[src/rtl/apb_master_arbiter_if.sv]
// APB4 requester-side bus bundle between the arbiter (master) and the
// shared completer (slave).
interface apb_master_arbiter_if #(
    parameter int ADDR_WIDTH = 32,
    parameter int DATA_WIDTH = 32
) ();
    logic [ADDR_WIDTH-1:0]   paddr;
    logic                    pwrite;
    logic [DATA_WIDTH-1:0]   pwdata;
    logic [DATA_WIDTH/8-1:0] pstrb;
    logic [2:0]              pprot;
    logic                    psel;
    logic                    penable;
    logic [DATA_WIDTH-1:0]   prdata;
    logic                    pready;
    logic                    pslverr;

    modport master (
        output paddr, pwrite, pwdata, pstrb, pprot, psel, penable,
        input  prdata, pready, pslverr
    );

    modport slave (
        input  paddr, pwrite, pwdata, pstrb, pprot, psel, penable,
        output prdata, pready, pslverr
    );
endinterface

[src/rtl/apb_master_arbiter.sv]
// Round-robin arbiter sharing one APB4 completer among NUM_REQ requesters,
// with SETUP/ACCESS sequencing and a wait-state watchdog.
module apb_master_arbiter #(
    parameter int          NUM_REQ        = 2,
    parameter int          ADDR_WIDTH     = 32,
    parameter int          DATA_WIDTH     = 32,
    parameter int          TIMEOUT_CYCLES = 16,
    parameter logic [2:0]  PPROT_VAL      = 3'b000
) (
    input  logic                               pclk,
    input  logic                               presetn,
    input  logic [NUM_REQ-1:0]                 req_valid,
    output logic [NUM_REQ-1:0]                 req_ready,
    input  logic [NUM_REQ*ADDR_WIDTH-1:0]      req_addr,
    input  logic [NUM_REQ-1:0]                 req_write,
    input  logic [NUM_REQ*DATA_WIDTH-1:0]      req_wdata,
    input  logic [NUM_REQ*DATA_WIDTH/8-1:0]    req_strb,
    output logic [NUM_REQ-1:0]                 rsp_valid,
    output logic [DATA_WIDTH-1:0]              rsp_rdata,
    output logic                               rsp_err,
    apb_master_arbiter_if.master               apb
);
    localparam int SW = DATA_WIDTH / 8;
    localparam int GW = $clog2(NUM_REQ);
    localparam int CW = (TIMEOUT_CYCLES > 0) ? $clog2(TIMEOUT_CYCLES + 1) : 1;

    typedef enum logic [1:0] {IDLE, SETUP, ACCESS} state_e;

    state_e                 state_q, state_d;
    logic [GW-1:0]          last_q, last_d, owner_q, owner_d;
    logic [ADDR_WIDTH-1:0]  addr_q, addr_d;
    logic                   write_q, write_d;
    logic [DATA_WIDTH-1:0]  wdata_q, wdata_d;
    logic [SW-1:0]          strb_q, strb_d;
    logic [NUM_REQ-1:0]     rsp_valid_q, rsp_valid_d;
    logic [DATA_WIDTH-1:0]  rsp_rdata_q, rsp_rdata_d;
    logic                   rsp_err_q, rsp_err_d;
    logic [CW-1:0]          wait_q, wait_d;

    logic                   win_found;
    logic [GW-1:0]          win_idx;
    int                     idx;

    // First pending requester searching upward from last_grant+1, wrapping.
    always_comb begin
        win_found = 1'b0;
        win_idx   = '0;
        idx       = 0;
        for (int k = 1; k <= NUM_REQ; k++) begin
            idx = (int'(last_q) + k) % NUM_REQ;
            if (!win_found && req_valid[idx[GW-1:0]]) begin
                win_found = 1'b1;
                win_idx   = idx[GW-1:0];
            end
        end
    end

    always_comb begin
        state_d     = state_q;
        last_d      = last_q;
        owner_d     = owner_q;
        addr_d      = addr_q;
        write_d     = write_q;
        wdata_d     = wdata_q;
        strb_d      = strb_q;
        rsp_valid_d = '0;
        rsp_rdata_d = rsp_rdata_q;
        rsp_err_d   = rsp_err_q;
        wait_d      = wait_q;
        req_ready   = '0;
        unique case (state_q)
            IDLE: begin
                if (win_found) begin
                    req_ready[win_idx] = 1'b1;
                    last_d  = win_idx;
                    owner_d = win_idx;
                    addr_d  = req_addr[int'(win_idx)*ADDR_WIDTH +: ADDR_WIDTH];
                    write_d = req_write[win_idx];
                    wdata_d = req_wdata[int'(win_idx)*DATA_WIDTH +: DATA_WIDTH];
                    // Reads never carry byte strobes on APB4.
                    strb_d  = req_write[win_idx] ? req_strb[int'(win_idx)*SW +: SW] : '0;
                    state_d = SETUP;
                end
            end
            SETUP: begin
                wait_d  = '0;
                state_d = ACCESS;
            end
            ACCESS: begin
                if (apb.pready) begin
                    rsp_valid_d[owner_q] = 1'b1;
                    rsp_rdata_d = write_q ? '0 : apb.prdata;
                    rsp_err_d   = apb.pslverr;
                    state_d     = IDLE;
                end else if (TIMEOUT_CYCLES != 0 && wait_q == CW'(TIMEOUT_CYCLES - 1)) begin
                    rsp_valid_d[owner_q] = 1'b1;
                    rsp_rdata_d = '0;
                    rsp_err_d   = 1'b1;
                    state_d     = IDLE;
                end else if (TIMEOUT_CYCLES != 0) begin
                    wait_d = wait_q + CW'(1);
                end
            end
            default: state_d = IDLE;
        endcase
    end

    always_ff @(posedge pclk or negedge presetn) begin
        if (!presetn) begin
            state_q     <= IDLE;
            last_q      <= GW'(NUM_REQ - 1);
            owner_q     <= '0;
            addr_q      <= '0;
            write_q     <= 1'b0;
            wdata_q     <= '0;
            strb_q      <= '0;
            rsp_valid_q <= '0;
            rsp_rdata_q <= '0;
            rsp_err_q   <= 1'b0;
            wait_q      <= '0;
        end else begin
            state_q     <= state_d;
            last_q      <= last_d;
            owner_q     <= owner_d;
            addr_q      <= addr_d;
            write_q     <= write_d;
            wdata_q     <= wdata_d;
            strb_q      <= strb_d;
            rsp_valid_q <= rsp_valid_d;
            rsp_rdata_q <= rsp_rdata_d;
            rsp_err_q   <= rsp_err_d;
            wait_q      <= wait_d;
        end
    end

    assign apb.psel    = (state_q != IDLE);
    assign apb.penable = (state_q == ACCESS);
    assign apb.paddr   = addr_q;
    assign apb.pwrite  = write_q;
    assign apb.pwdata  = wdata_q;
    assign apb.pstrb   = strb_q;
    assign apb.pprot   = PPROT_VAL;

    assign rsp_valid = rsp_valid_q;
    assign rsp_rdata = rsp_rdata_q;
    assign rsp_err   = rsp_err_q;
endmodule

[src/flat_wrapper.sv]
// flat-port wrapper written by rule: the top's interface ports become plain ports
module apb_master_arbiter_flat 
#(
    parameter int          NUM_REQ        = 2,
    parameter int          ADDR_WIDTH     = 32,
    parameter int          DATA_WIDTH     = 32,
    parameter int          TIMEOUT_CYCLES = 16,
    parameter logic [2:0]  PPROT_VAL      = 3'b000
)
  (pclk, presetn, req_valid, req_ready, req_addr, req_write, req_wdata, req_strb, rsp_valid, rsp_rdata, rsp_err, apb_paddr, apb_pwrite, apb_pwdata, apb_pstrb, apb_pprot, apb_psel, apb_penable, apb_prdata, apb_pready, apb_pslverr);
  apb_master_arbiter_if #(.ADDR_WIDTH(ADDR_WIDTH), .DATA_WIDTH(DATA_WIDTH)) apb_i ();
  input  logic pclk;
  input  logic presetn;
  input  logic [NUM_REQ-1:0] req_valid;
  output logic [NUM_REQ-1:0] req_ready;
  input  logic [NUM_REQ*ADDR_WIDTH-1:0] req_addr;
  input  logic [NUM_REQ-1:0] req_write;
  input  logic [NUM_REQ*DATA_WIDTH-1:0] req_wdata;
  input  logic [NUM_REQ*DATA_WIDTH/8-1:0] req_strb;
  output logic [NUM_REQ-1:0] rsp_valid;
  output logic [DATA_WIDTH-1:0] rsp_rdata;
  output logic rsp_err;
  output wire logic [$bits(apb_i.paddr)-1:0] apb_paddr;
  output wire logic [$bits(apb_i.pwrite)-1:0] apb_pwrite;
  output wire logic [$bits(apb_i.pwdata)-1:0] apb_pwdata;
  output wire logic [$bits(apb_i.pstrb)-1:0] apb_pstrb;
  output wire logic [$bits(apb_i.pprot)-1:0] apb_pprot;
  output wire logic [$bits(apb_i.psel)-1:0] apb_psel;
  output wire logic [$bits(apb_i.penable)-1:0] apb_penable;
  input wire logic [$bits(apb_i.prdata)-1:0] apb_prdata;
  input wire logic [$bits(apb_i.pready)-1:0] apb_pready;
  input wire logic [$bits(apb_i.pslverr)-1:0] apb_pslverr;
  assign apb_paddr = apb_i.paddr;
  assign apb_pwrite = apb_i.pwrite;
  assign apb_pwdata = apb_i.pwdata;
  assign apb_pstrb = apb_i.pstrb;
  assign apb_pprot = apb_i.pprot;
  assign apb_psel = apb_i.psel;
  assign apb_penable = apb_i.penable;
  assign apb_i.prdata = apb_prdata;
  assign apb_i.pready = apb_pready;
  assign apb_i.pslverr = apb_pslverr;
  apb_master_arbiter #(.NUM_REQ(NUM_REQ), .ADDR_WIDTH(ADDR_WIDTH), .DATA_WIDTH(DATA_WIDTH), .TIMEOUT_CYCLES(TIMEOUT_CYCLES), .PPROT_VAL(PPROT_VAL)) u_core (.pclk(pclk), .presetn(presetn), .req_valid(req_valid), .req_ready(req_ready), .req_addr(req_addr), .req_write(req_write), .req_wdata(req_wdata), .req_strb(req_strb), .rsp_valid(rsp_valid), .rsp_rdata(rsp_rdata), .rsp_err(rsp_err), .apb(apb_i));
endmodule
[config.mk]
export PLATFORM = sky130hd
export DESIGN_NAME = apb_master_arbiter_flat
export DESIGN_NICKNAME = d
export VERILOG_FILES = /design/src/rtl/apb_master_arbiter_if.sv /design/src/rtl/apb_master_arbiter.sv /design/src/flat_wrapper.sv
export SDC_FILE = /design/constraint.sdc
export NUM_CORES = 1
export LEC_CHECK = 0
export ABC_CLOCK_PERIOD_IN_PS = 2300
export BUFFER_PORTS_ARGS = -buffer_cell sky130_fd_sc_hd__buf_4
export CORE_ASPECT_RATIO = 0.8
export CORE_MARGIN = 2
export CORE_UTILIZATION = 47
export DETAILED_ROUTE_END_ITERATION = 8
export PLACE_DENSITY = 0.88
export SETUP_SLACK_MARGIN = 0.02
export SYNTH_ARGS = -nofsm -noshare
export SYNTH_HDL_FRONTEND = slang
export SYNTH_SLANG_ARGS = --single-unit
[constraint.sdc]
create_clock -name pclk -period 2.3 [get_ports pclk]
set_input_delay 0 -clock pclk [delete_from_list [all_inputs] [get_ports pclk]]
set_output_delay 0 -clock pclk [all_outputs]
set_load 0.02 [all_outputs]
==> results.md <==
* Number of pins exceeding their max-slew limit in the final report at 0
* Leakage power total at 0.00512 uW
* DRC errors left at 0
* Most instantiated flip-flop cell in the synthesis netlist: sky130_fd_sc_hd__dfrtp_1
* TritonCTS clock tree: done
* Slowest cell on crit path: sky130_fd_sc_hd__dlygate4sd3_1
* Most used cell, CP: sky130_fd_sc_hd__mux2_4
* Proportion of synthesized chip area in sequential cells at a little under half
* Number of antenna violations at the first check in global routing at 7
* Die height at roughly 100 um
* Routed vias/inst at 5.27
* Multi-input combinational cell area at between 2000 and 3000 um2
* Max frequency at around 460 MHz
* Max VDD drop at ~740 uV
* Setup-failing EPs final at 0
* Pin count of the biggest net entering global routing at 67
* Number of flops mapped to enable cells by yosys at 0
* First DRT Iteration DRCs at roughly 380
* Number of primary I/O pins at 287
* Placed standard-cell area at 8100 um2
* Data required time of the worst path at 2590 ps
* Outcome: complete, no violations
* Post-synthesis instance area at just under 6000 um2
* Cell type contributing the most total cell area after synthesis: sky130_fd_sc_hd__dfrtp_1
* MaxCap Viol Count at 0
* Max Root-Sink Buffers at 2
* Post-synthesis average cell area at 13.7 um2
* Top cells by count, synth: 122 x sky130_fd_sc_hd__mux2_4, 112 x sky130_fd_sc_hd__dfrtp_1, 50 x sky130_fd_sc_hd__o21ai_0
* Destination of the critical timing path: u_core.apb.paddr[30]
* CP Data Arrival Time at between 2000 and 2500 ps
* H-tree depth at 4
* Clk slew on worst S/H paths at roughly 60 ps
* Placed instance count at 862
* Starting utilization of the core area at 48.3%
* Final layout net count at roughly 1100
* Critical path origin: u_core.last_q
* First-pass GRT wire length at approximately 36 mm
* Critical path's top delay family: multiplexers
* Number of storage elements in the synthesis netlist at around 110
* Global-route congestion overflow total at 0
* Number of routed nets with antenna violations at 0
* Die boundary width at 130 um
* Utilization of the core after routing at about 85%
* Worst reg2reg startpoint: u_core.last_q
* Launching element type of the critical path: flop
* Path class of the lowest-slack min-delay path: in2reg
* Routed wire length at between 20 and 25 mm
* Clock buffer count from CTS at 17
* FF-to-FF path depth at 4
* Number of fill cells at approximately 560
* Max incr delay on CP at 580 ps
* Cell count after synthesis at 431
* Detailed-route wire length per cell at 22.3 um
* Clock Skews at roughly 12 ps
* Setup slack, reg-to-reg at between 100 and 150 ps
* Critical R2R Capture: u_core.apb.paddr[30]
* Worst Path Max Fanout at 12
* Buffering stage count on the worst path with inverters included at 1
* Period minus WS final at between 2000 and 2500 ps
* Count of hold-fix buffers inserted at cts at roughly 170
* Dominant cells by area after synthesis: sky130_fd_sc_hd__dfrtp_1 47%, sky130_fd_sc_hd__mux2_4 31%, sky130_fd_sc_hd__o21ai_0 4.2%
* Syn. warnings at 0
* Core Box Area at between 10000 and 15000 um2
* Number of failing hold endpoints at the final stage at 0
* Number of rows in the core area at 36
* Input/output buffers at 283
* Share of flip-flops with an asynchronous set or reset after synthesis at 100%
* Via total after detailed routing at approximately 5700
* Cell chosen for the clock root: sky130_fd_sc_hd__clkbuf_16
* Non-filler instance count after layout at around 1100
* Power per standard cell area at 1180 nW/um2
* Die ar. at between 10000 and 15000 um2
* GRT Total Usage at 35.3%
* Post_cts resized at 0
* Synth top area share at 47.3%
* Sink Count at 113
* Library cells used by synthesis at slightly above 40
* RSZ-0062 raised after global routing: false
* Critical path start-end classification: reg2reg
* Critical Path Stages at 4
* Worst slew slack as a fraction of its limit at a little under three fifths
* P&R area growth vs syn at 76.0%
* Element type at the critical path end: flop
* Worst path cell trace: a21boi_4 > mux2_4 > dlygate4sd3_1 > mux2_4
* Iteration count of the initial detailed-routing pass at 5
* Reg area at roughly 2800 um2
* DP Wirelength at 11.8 mm
* Placer congestion estimate at 0.791
* Clock network latency to the later pin of the worst-skew pair at 410 ps
* Worst-margin pin slew at 646 ps
* Via count of the first global-routing pass at about 6300
* Buffers inserted by post-CTS timing repair at 0
* Share of final-layout standard cells stronger than drive strength 1 at between 50% and 60%
* Area of all placed cells without fillers at around 10000 um2
* Most numerous cell in the Yosys netlist: sky130_fd_sc_hd__mux2_4
* Fin Setup TNS at 0 ps
* Share of the clock period used by the worst path after layout at a little over nine tenths
## kinds of logic after synthesis
group | Yosys count | synth area share [%]
other cells | 1 | 0.0633
mux | 138 | 33.8
buf+inv | 40 | 5.62
fa+ha+maj | 2 | 0.422
compound gates | 80 | 7.56
simple gates | 57 | 4.73
flops | 113 | 47.8
## stage by stage
step                total power (uW)  setup slack [ps]  hold WS (ps)
CTS                            11900               193          10.2
global placement                8970               307          39.1
global route                   12800              49.0          51.2
finish                         12300               129          26.1
detailed placement              9150               233          50.6
floorplan                       7030               356          -296
## worst min-delay path: stages
cell	delay (ps)
sky130_fd_sc_hd__buf_4	120
sky130_fd_sc_hd__nor3_1	60
sky130_fd_sc_hd__mux2i_1	120
sky130_fd_sc_hd__o2bb2ai_1	80
## power by group
part	internal [uW]	leakage (uW)	total [uW]	switching, uW
sequential	2890	0.00139	3610	723
clock	1490	0.000262	2510	1010
combinational	3160	0.00346	6210	3050
total	7540	0.00512	12300	4790
## layout make-up
| class | instances | share of cell area [%] |
|---|---|---|
| clock buffer | 17 | 4.08 |
| tap | 171 | 2.05 |
| multi-input combinational | 280 | 26.7 |
| inverter | 6 | 0.240 |
| antenna | 7 | 0.168 |
| timing repair buffer | 466 | 38.4 |
| sequential | 113 | 27.1 |
| clock inverter | 15 | 1.30 |
## worst min path at each step
stage                     startpoint                    to  cells past startpoint
after global placement       presetn  u_core.apb.paddr[11]                      1
after detailed placement     presetn  u_core.apb.paddr[10]                      1
after global routing      apb_pready        u_core.rsp_err                      3
final                     apb_pready      u_core.wait_q[4]                      4
after floorplan              presetn   u_core.apb.paddr[0]                      0
after CTS                 apb_pready      u_core.wait_q[4]                      4
## registers in the layout (all words and copies together) (netlist names)
name               flops
u_core.rsp_valid       2
u_core.last_q          1
u_core.state_q         2
u_core.apb.paddr      32
u_core.apb.pwrite      1
u_core.apb.pstrb       4
u_core.rsp_rdata      32
u_core.rsp_err         1
u_core.apb.pwdata     32
u_core.owner_q         1
u_core.wait_q          5
## metal layers
| layer | vias up | GRT usage (%) | wire length [um] | share of wire, % |
|---|---|---|---|---|
| li1 | 2443 | - | - | - |
| met1 | 2796 | 36.9 | 8530 | 36 |
| met2 | 353 | 63.2 | 12800 | 53 |
| met3 | 69 | 11.2 | 1870 | 7.8 |
| met4 | 0 | 17.1 | 843 | 3.5 |
| met5 | - | 0 | 0 | 0 |
## cells in the final DEF, fill, tap and decap left out, types with 2 or more instances in the layout
cell type                       instances
sky130_fd_sc_hd__and3_1                 2
sky130_fd_sc_hd__buf_12                 5
sky130_fd_sc_hd__buf_4                287
sky130_fd_sc_hd__clkbuf_16             17
sky130_fd_sc_hd__clkinv_2               3
sky130_fd_sc_hd__clkinv_4               2
sky130_fd_sc_hd__clkinvlp_4             5
sky130_fd_sc_hd__conb_1                 3
sky130_fd_sc_hd__dfrtp_1              112
sky130_fd_sc_hd__diode_2                7
sky130_fd_sc_hd__dlygate4sd3_1        174
sky130_fd_sc_hd__ha_1                   2
sky130_fd_sc_hd__inv_1                  5
sky130_fd_sc_hd__inv_6                  4
sky130_fd_sc_hd__mux2_2                 9
sky130_fd_sc_hd__mux2_4               122
sky130_fd_sc_hd__mux2i_1                7
sky130_fd_sc_hd__nand2_1               34
sky130_fd_sc_hd__nand3_1                2
sky130_fd_sc_hd__nor2_1                 3
sky130_fd_sc_hd__nor2b_1                2
sky130_fd_sc_hd__nor3_1                 3
sky130_fd_sc_hd__o21ai_0               50
sky130_fd_sc_hd__o21ai_1               16
sky130_fd_sc_hd__o2bb2ai_1              7
(Power assumes the default switching activity.)
